--- config.mk ---
export PLATFORM = sky130hd
export DESIGN_NAME = iterative_alu
export DESIGN_NICKNAME = d
export VERILOG_FILES = /design/src/rtl/instr_pack.sv /design/src/rtl/ripple_adder.sv /design/src/rtl/iterative_alu.sv
export SDC_FILE = /design/constraint.sdc
export NUM_CORES = 1
export LEC_CHECK = 0
export CAP_MARGIN = 20
export CORE_ASPECT_RATIO = 0.7
export CORE_MARGIN = 2
export CORE_UTILIZATION = 55
export DETAILED_ROUTE_END_ITERATION = 16
export PLACE_DENSITY = 0.78
export REMOVE_ABC_BUFFERS = 1
export SKIP_LAST_GASP = 1
export SYNTH_ARGS = -nofsm -noshare
export SYNTH_HDL_FRONTEND = slang
export SYNTH_SLANG_ARGS = --single-unit
export TNS_END_PERCENT = 20
--- constraint.sdc ---
create_clock -name clk -period 10.35 [get_ports clk]
set_input_delay 1.035 -clock clk [delete_from_list [all_inputs] [get_ports clk]]
set_output_delay 1.035 -clock clk [all_outputs]
set_load 0.1 [all_outputs]
--- src/rtl/instr_pack.sv ---
// instr_pack: shared opcode and FSM state types for the iterative ALU.
package instr_pack;

    typedef enum logic [1:0] {
        IDLE,
        RUN,
        DONE
    } alu_state_t;

    typedef enum logic [4:0] {
        AMP  = 5'd0,
        LOR  = 5'd1,
        FLP  = 5'd2,
        EOR  = 5'd3,
        ROL  = 5'd4,
        ROR  = 5'd5,
        RSC  = 5'd6,
        LSC  = 5'd7,
        ADD  = 5'd8,
        SUB  = 5'd9,
        EQL8 = 5'd10,
        EQL5 = 5'd11,
        REVx = 5'd12,
        REVy = 5'd13,
        PARx = 5'd14,
        PARy = 5'd15,
        MULL = 5'd16,
        MULH = 5'd17
    } math;

    function automatic logic is_rot(input math op);
        return (op == ROL) || (op == ROR);
    endfunction

    function automatic logic is_mul(input math op);
        return (op == MULL) || (op == MULH);
    endfunction

endpackage

--- src/rtl/ripple_adder.sv ---
// ripple_adder: plain carry-ripple adder shared by add, subtract and multiply.
module ripple_adder #(
    parameter int WIDTH = 8
) (
    input  logic [WIDTH-1:0] a,
    input  logic [WIDTH-1:0] b,
    input  logic             ci,
    output logic [WIDTH-1:0] s,
    output logic             co
);

    logic cc;

    // ripple the carry bit by bit from ci to co
    always_comb begin
        s  = '0;
        cc = ci;
        for (int i = 0; i < WIDTH; i++) begin
            s[i] = a[i] ^ b[i] ^ cc;
            cc   = (a[i] & b[i]) | (cc & (a[i] ^ b[i]));
        end
        co = cc;
    end

endmodule

--- src/rtl/iterative_alu.sv ---
// iterative_alu: multi-cycle ALU with iterative rotates and shift-add multiply.
module iterative_alu
    import instr_pack::*;
#(
    parameter int WIDTH = 8
) (
    input  logic             clk,
    input  logic             rst_n,
    input  logic             start,
    input  math              math_op,
    input  logic [WIDTH-1:0] x,
    input  logic [WIDTH-1:0] y,
    input  logic [WIDTH-1:0] m,
    input  logic             alu_rs,
    output logic             busy,
    output logic             done,
    output logic [WIDTH-1:0] r_out,
    output logic [WIDTH-1:0] s_out,
    output logic             carry,
    output logic             zero
);

    localparam int SHW = $clog2(WIDTH);
    localparam int CW  = $clog2(WIDTH + 1);
    localparam logic [WIDTH-1:0] TOP_MASK = ~{{(WIDTH-3){1'b0}}, 3'b111};

    alu_state_t       state, state_nx;
    math              op_r;
    logic             rs_r;
    logic [WIDTH-1:0] xr, yr, mr;
    logic [WIDTH-1:0] acc, lo, acc_nx, lo_nx;
    logic [WIDTH-1:0] add_a, add_b, add_s;
    logic             add_ci, add_co;
    logic [WIDTH-1:0] rev_x, rev_y, res;
    logic             res_c;
    logic [CW-1:0]    cnt, ld_cnt, amt;
    logic             accept, last, rot_zero;

    assign accept   = (state == IDLE) && start;
    assign last     = (cnt == CW'(1));
    assign amt      = CW'(y[SHW-1:0]);
    assign rot_zero = (yr[SHW-1:0] == '0);

    // RUN length: WIDTH steps for multiply, the rotate amount (min 1), else 1
    assign ld_cnt = is_mul(math_op) ? CW'(WIDTH)
                  : (is_rot(math_op) && amt != '0) ? amt
                  : CW'(1);

    // adder operands: multiply accumulates into the high half, SUB adds ~y + 1
    assign add_a  = is_mul(op_r) ? acc : xr;
    assign add_b  = is_mul(op_r) ? (lo[0] ? xr : '0) : (op_r == SUB ? ~yr : yr);
    assign add_ci = (op_r == SUB);

    ripple_adder #(.WIDTH(WIDTH)) u_adder (
        .a  (add_a),
        .b  (add_b),
        .ci (add_ci),
        .s  (add_s),
        .co (add_co)
    );

    for (genvar i = 0; i < WIDTH; i++) begin : g_rev
        assign rev_x[i] = xr[WIDTH-1-i];
        assign rev_y[i] = yr[WIDTH-1-i];
    end

    // FSM state register
    always_ff @(posedge clk or negedge rst_n) begin
        if (!rst_n) state <= IDLE;
        else        state <= state_nx;
    end

    // FSM next-state: accept in IDLE, leave RUN on the last iteration
    always_comb begin
        state_nx = state;
        case (state)
            IDLE:    if (start) state_nx = RUN;
            RUN:     if (last) state_nx = DONE;
            default: state_nx = IDLE;
        endcase
    end

    // FSM outputs
    always_comb begin
        busy = (state != IDLE);
        done = (state == DONE);
    end

    // one iteration step: shift-add for multiply, one-bit rotate otherwise
    always_comb begin
        acc_nx = acc;
        lo_nx  = lo;
        if (is_mul(op_r)) begin
            acc_nx = {add_co, add_s[WIDTH-1:1]};
            lo_nx  = {add_s[0], lo[WIDTH-1:1]};
        end else if (is_rot(op_r) && !rot_zero) begin
            acc_nx = (op_r == ROL) ? {acc[WIDTH-2:0], acc[WIDTH-1]} : {acc[0], acc[WIDTH-1:1]};
        end
    end

    // final result and carry, valid on the last RUN cycle
    always_comb begin
        res   = '0;
        res_c = 1'b0;
        case (op_r)
            AMP:  res = xr & yr;
            LOR:  res = xr | yr;
            FLP:  res = ~xr;
            EOR:  res = xr ^ yr;
            ROL:  res = acc_nx;
            ROR:  res = acc_nx;
            RSC: begin
                res   = {yr[0], xr[WIDTH-1:1]};
                res_c = xr[0];
            end
            LSC: begin
                res   = {xr[WIDTH-2:0], yr[WIDTH-1]};
                res_c = xr[WIDTH-1];
            end
            ADD, SUB: begin
                res   = add_s;
                res_c = add_co;
            end
            EQL8: res = {{(WIDTH-1){1'b0}}, xr == yr};
            EQL5: res = {{(WIDTH-1){1'b0}}, ((xr ^ mr) & TOP_MASK) == '0};
            REVx: res = rev_x;
            REVy: res = rev_y;
            PARx: res = {{(WIDTH-1){1'b0}}, ^xr};
            PARy: res = {{(WIDTH-1){1'b0}}, ^yr};
            MULL: res = lo_nx;
            MULH: begin
                res   = acc_nx;
                res_c = (acc_nx != '0);
            end
            default: res = '0;
        endcase
    end

    // operand capture on accept, iteration state advance while running
    always_ff @(posedge clk or negedge rst_n) begin
        if (!rst_n) begin
            xr   <= '0;
            yr   <= '0;
            mr   <= '0;
            op_r <= AMP;
            rs_r <= 1'b0;
            cnt  <= '0;
            acc  <= '0;
            lo   <= '0;
        end else if (accept) begin
            xr   <= x;
            yr   <= y;
            mr   <= m;
            op_r <= math_op;
            rs_r <= alu_rs;
            cnt  <= ld_cnt;
            acc  <= is_rot(math_op) ? x : '0;
            lo   <= y;
        end else if (state == RUN) begin
            cnt  <= cnt - CW'(1);
            acc  <= acc_nx;
            lo   <= lo_nx;
        end
    end

    // result registers and flags update only on the RUN->DONE edge
    always_ff @(posedge clk or negedge rst_n) begin
        if (!rst_n) begin
            r_out <= '0;
            s_out <= WIDTH'(1);
            carry <= 1'b0;
            zero  <= 1'b0;
        end else if (state == RUN && last) begin
            if (rs_r) s_out <= res;
            else      r_out <= res;
            carry <= res_c;
            zero  <= (res == '0);
        end
    end

endmodule

==> summary.md <==
| Metric | Value |
|---|---|
| Status | finished, final reports clean |
| Hold-fix buffers, CTS | 0 |
| Port Buffers | 49 |
| Num rows | 28 |
| Register area share after synthesis | 35.0% |
| Top-area cell type share of the netlist area | 34.5% |
| Unique cell type count in the Yosys netlist | 57 |
| Core box area | 8440 um^2 |
| Ys flop type | dfrtp_1 |
| Slew @ Worst Pin | around 1 ns |
| Final wirelength | 14200 um |
| Worst setup SP type | flop |
| Max-Cap Viols | 0 |
| Die ar. | 9480 um^2 |
| Drt via density | 6.14 |
| Layout net count | roughly 640 |
| Slew margin rel. | 33.5% |
| H-tree depth | 3 |
| Initial antenna violation count | 0 |
| Final Cycle Share | between 70 and 80% |
| Wire per inst | 20.1 um |
| Drt initial violations | 491 |
| Longest Clk Path Bufs | 2 |
| Clock skew | about 0.0032 ns |
| Reg clk slew, reported paths | 0.06 ns |
| Num CTS Buffers | 9 |
| Kind of critical path | flop to flop |
| Synth Area per Inst | 8.69 um^2 |
| Clock latency on the worst-skew pair | ~0.34 ns |
| Final number of hold-violating endpoints | 0 |
| Root Driver | clkbuf_16 |
| Synth Instances | 551 |
| Setup-failing EPs final | 0 |
| Leading area contributor after synthesis | dfrtp_1 |
| Unrepaired setup endpoints after global routing | false |
| Fraction of registers with async set/reset | 100% |
| R2r setup slk | 2.54 ns |
| Synth Cell Area | 4790 um^2 |
| Detailed-route DRC error count | 0 |
| Post-CTS Resized | 0 |
| First-pass GRT wire length | ~22000 um |
| Number of global-route vias before repair | 4130 |
| Layout cells sized above 1 | 9.00% |
| Setup tns final | 0 ns |
| Largest net degree at the start of global routing | 68 |
| Via count | 4352 |
| Post-DRT Antenna Nets | 0 |
| Routability cong. | 1.03 |
| Crit Path Max Fanout | 24 |
| DIE WIDTH | 116 um |
| Total gr overflow | 0 |
| Clk sinks | 67 |
| CP required | ~11 ns |
| Post-CTS Setup Inserts | 0 |
| Synth area leaders | dfrtp_1, nand2_1, o21ai_0 |
| Synth warn | 0 |
| Total global-route track usage | 31.7% |
| Number of synthesized register bits | 67 |
| CTS tree | built |
| Initial Utilization | about 57% |
| P&R area growth vs syn | 17.7% |
| Ant. Diodes | 0 |
| Fmax | 0.128 GHz |
| Arrival @ worst endpoint | 8.05 ns |
| Io pins | 53 |
| Drt first pass iters | 5 |
| Height of the die | between 80 and 90 um |
| Hpwl dp | 10500 um |
| Fin. max-slew vios | 0 |
| Min cycle time layout | 7.81 ns |
| Post-synth EDFFs | 0 |
| Endpoint class of the critical path | flop |
| Min-Delay Path Class | flop to flop |
==> synth_stat cells (3+ instances only) <==
master	count
a21oi_1	16
a221o_1	6
a221oi_1	5
a22o_1	4
a22oi_1	11
a32o_1	6
a32oi_1	3
and2_1	8
and3_1	4
buf_2	10
clkbuf_1	21
dfrtp_1	66
fa_1	8
ha_1	19
inv_1	24
mux2_2	18
mux2i_1	15
nand2_1	109
nand2b_1	7
nand3_1	14
nand4_1	5
nor2_1	22
nor2b_1	6
nor3_1	7
nor4_1	7
o211ai_1	5
o21ai_0	59
or4_1	3
xnor2_1	25
xor2_1	5
==> routing by layer <==
metal	share of wire [%]	vias up	global-route usage [%]
li1	-	1999	-
met1	47	2105	47.2
met2	41	221	45.3
met3	10	27	8.04
met4	1.6	0	8.92
met5	0	-	0
==> cell type report <==
type / instances / area [um^2]
sequential: 67 / 1680
clock inverter: 4 / 48.8
timing repair buffer: 58 / 553
multi-input combinational: 424 / 2860
fill: 701 / 2810
inverter: 24 / 90.1
clock buffer: 12 / 256
tap: 120 / 150
==> per-stage QoR <==
step / setup WS, ns / util, % / hold WS [ns] / std cells / area [um^2]
after floorplan: 3.09 / - / 0.460 / 515 / 4620
after global placement: 2.90 / 63.1 / 0.468 / 693 / 5330
after detailed placement: 2.75 / 63.1 / 0.484 / 693 / 5330
after CTS: 2.65 / 66.7 / 0.498 / 709 / 5630
after global routing: 2.19 / 66.7 / 0.516 / 709 / 5630
final: 2.54 / 66.7 / 0.490 / 709 / 5630
==> state kept, by name (all words and copies together), names as in the netlist, 2 cells and up <==
signal  flops
acc         8
cnt         4
lo          8
mr          5
op_r        5
r_out       8
s_out       8
state       2
xr          8
yr          8
==> worst paths after layout <==
check | depth (start not counted) | end | start
hold reg to reg | 2 | s_out[5] | s_out[5]
hold / removal | 2 | s_out[5] | s_out[5]
setup reg to reg | 17 | zero | op_r[2]
setup / recovery | 17 | zero | op_r[2]
min in group asynchronous | 2 | lo[1] | rst_n
max in group asynchronous | 2 | acc[3] | rst_n
==> layout by cell type, fill, tap and decap left out, types with 6 or more instances in the layout <==
master,Yosys,final
buf_4,2,9
a21oi_1,16,16
a32o_1,6,6
nand3_1,14,14
nor3_1,7,7
nor2b_1,6,6
o21ai_0,59,59
a22oi_1,11,11
nor2_1,22,22
nand2b_1,7,7
clkdlybuf4s50_1,0,48
nor4_1,7,7
a221o_1,6,6
xnor2_1,25,25
fa_1,8,8
clkbuf_16,0,9
nand2_1,109,109
mux2_2,18,18
ha_1,19,19
dfrtp_1,66,66
mux2i_1,15,15
inv_1,24,24
and2_1,8,7
==> critical path, stage by stage (launching register included) <==
cell and delay [ns]:
dfrtp_1 0.69, nor2b_1 0.50, nand3_1 0.58, xnor2_1 0.34
o21ai_0 0.16, fa_1 0.48, fa_1 0.46, fa_1 0.52
fa_1 0.48, fa_1 0.47, fa_1 0.46, fa_1 0.49
fa_1 0.52, and2_1 0.16, a221o_1 0.33, a211o_1 0.29
or4_1 0.58, o31ai_2 0.19
==> cell families after synthesis <==
logic type,synth area share [%]
adder cells (fa/ha/maj),8.31
multiplexers,7.84
AO/OA/AOI/OAI,17.7
AND/OR/NAND/NOR,20.4
XOR/XNOR,5.49
buffers and inverters,5.28
flip-flops,35.0
Power is not shown: default switching activity piles up to over one toggle a cycle in this logic, so the estimate is an artifact.
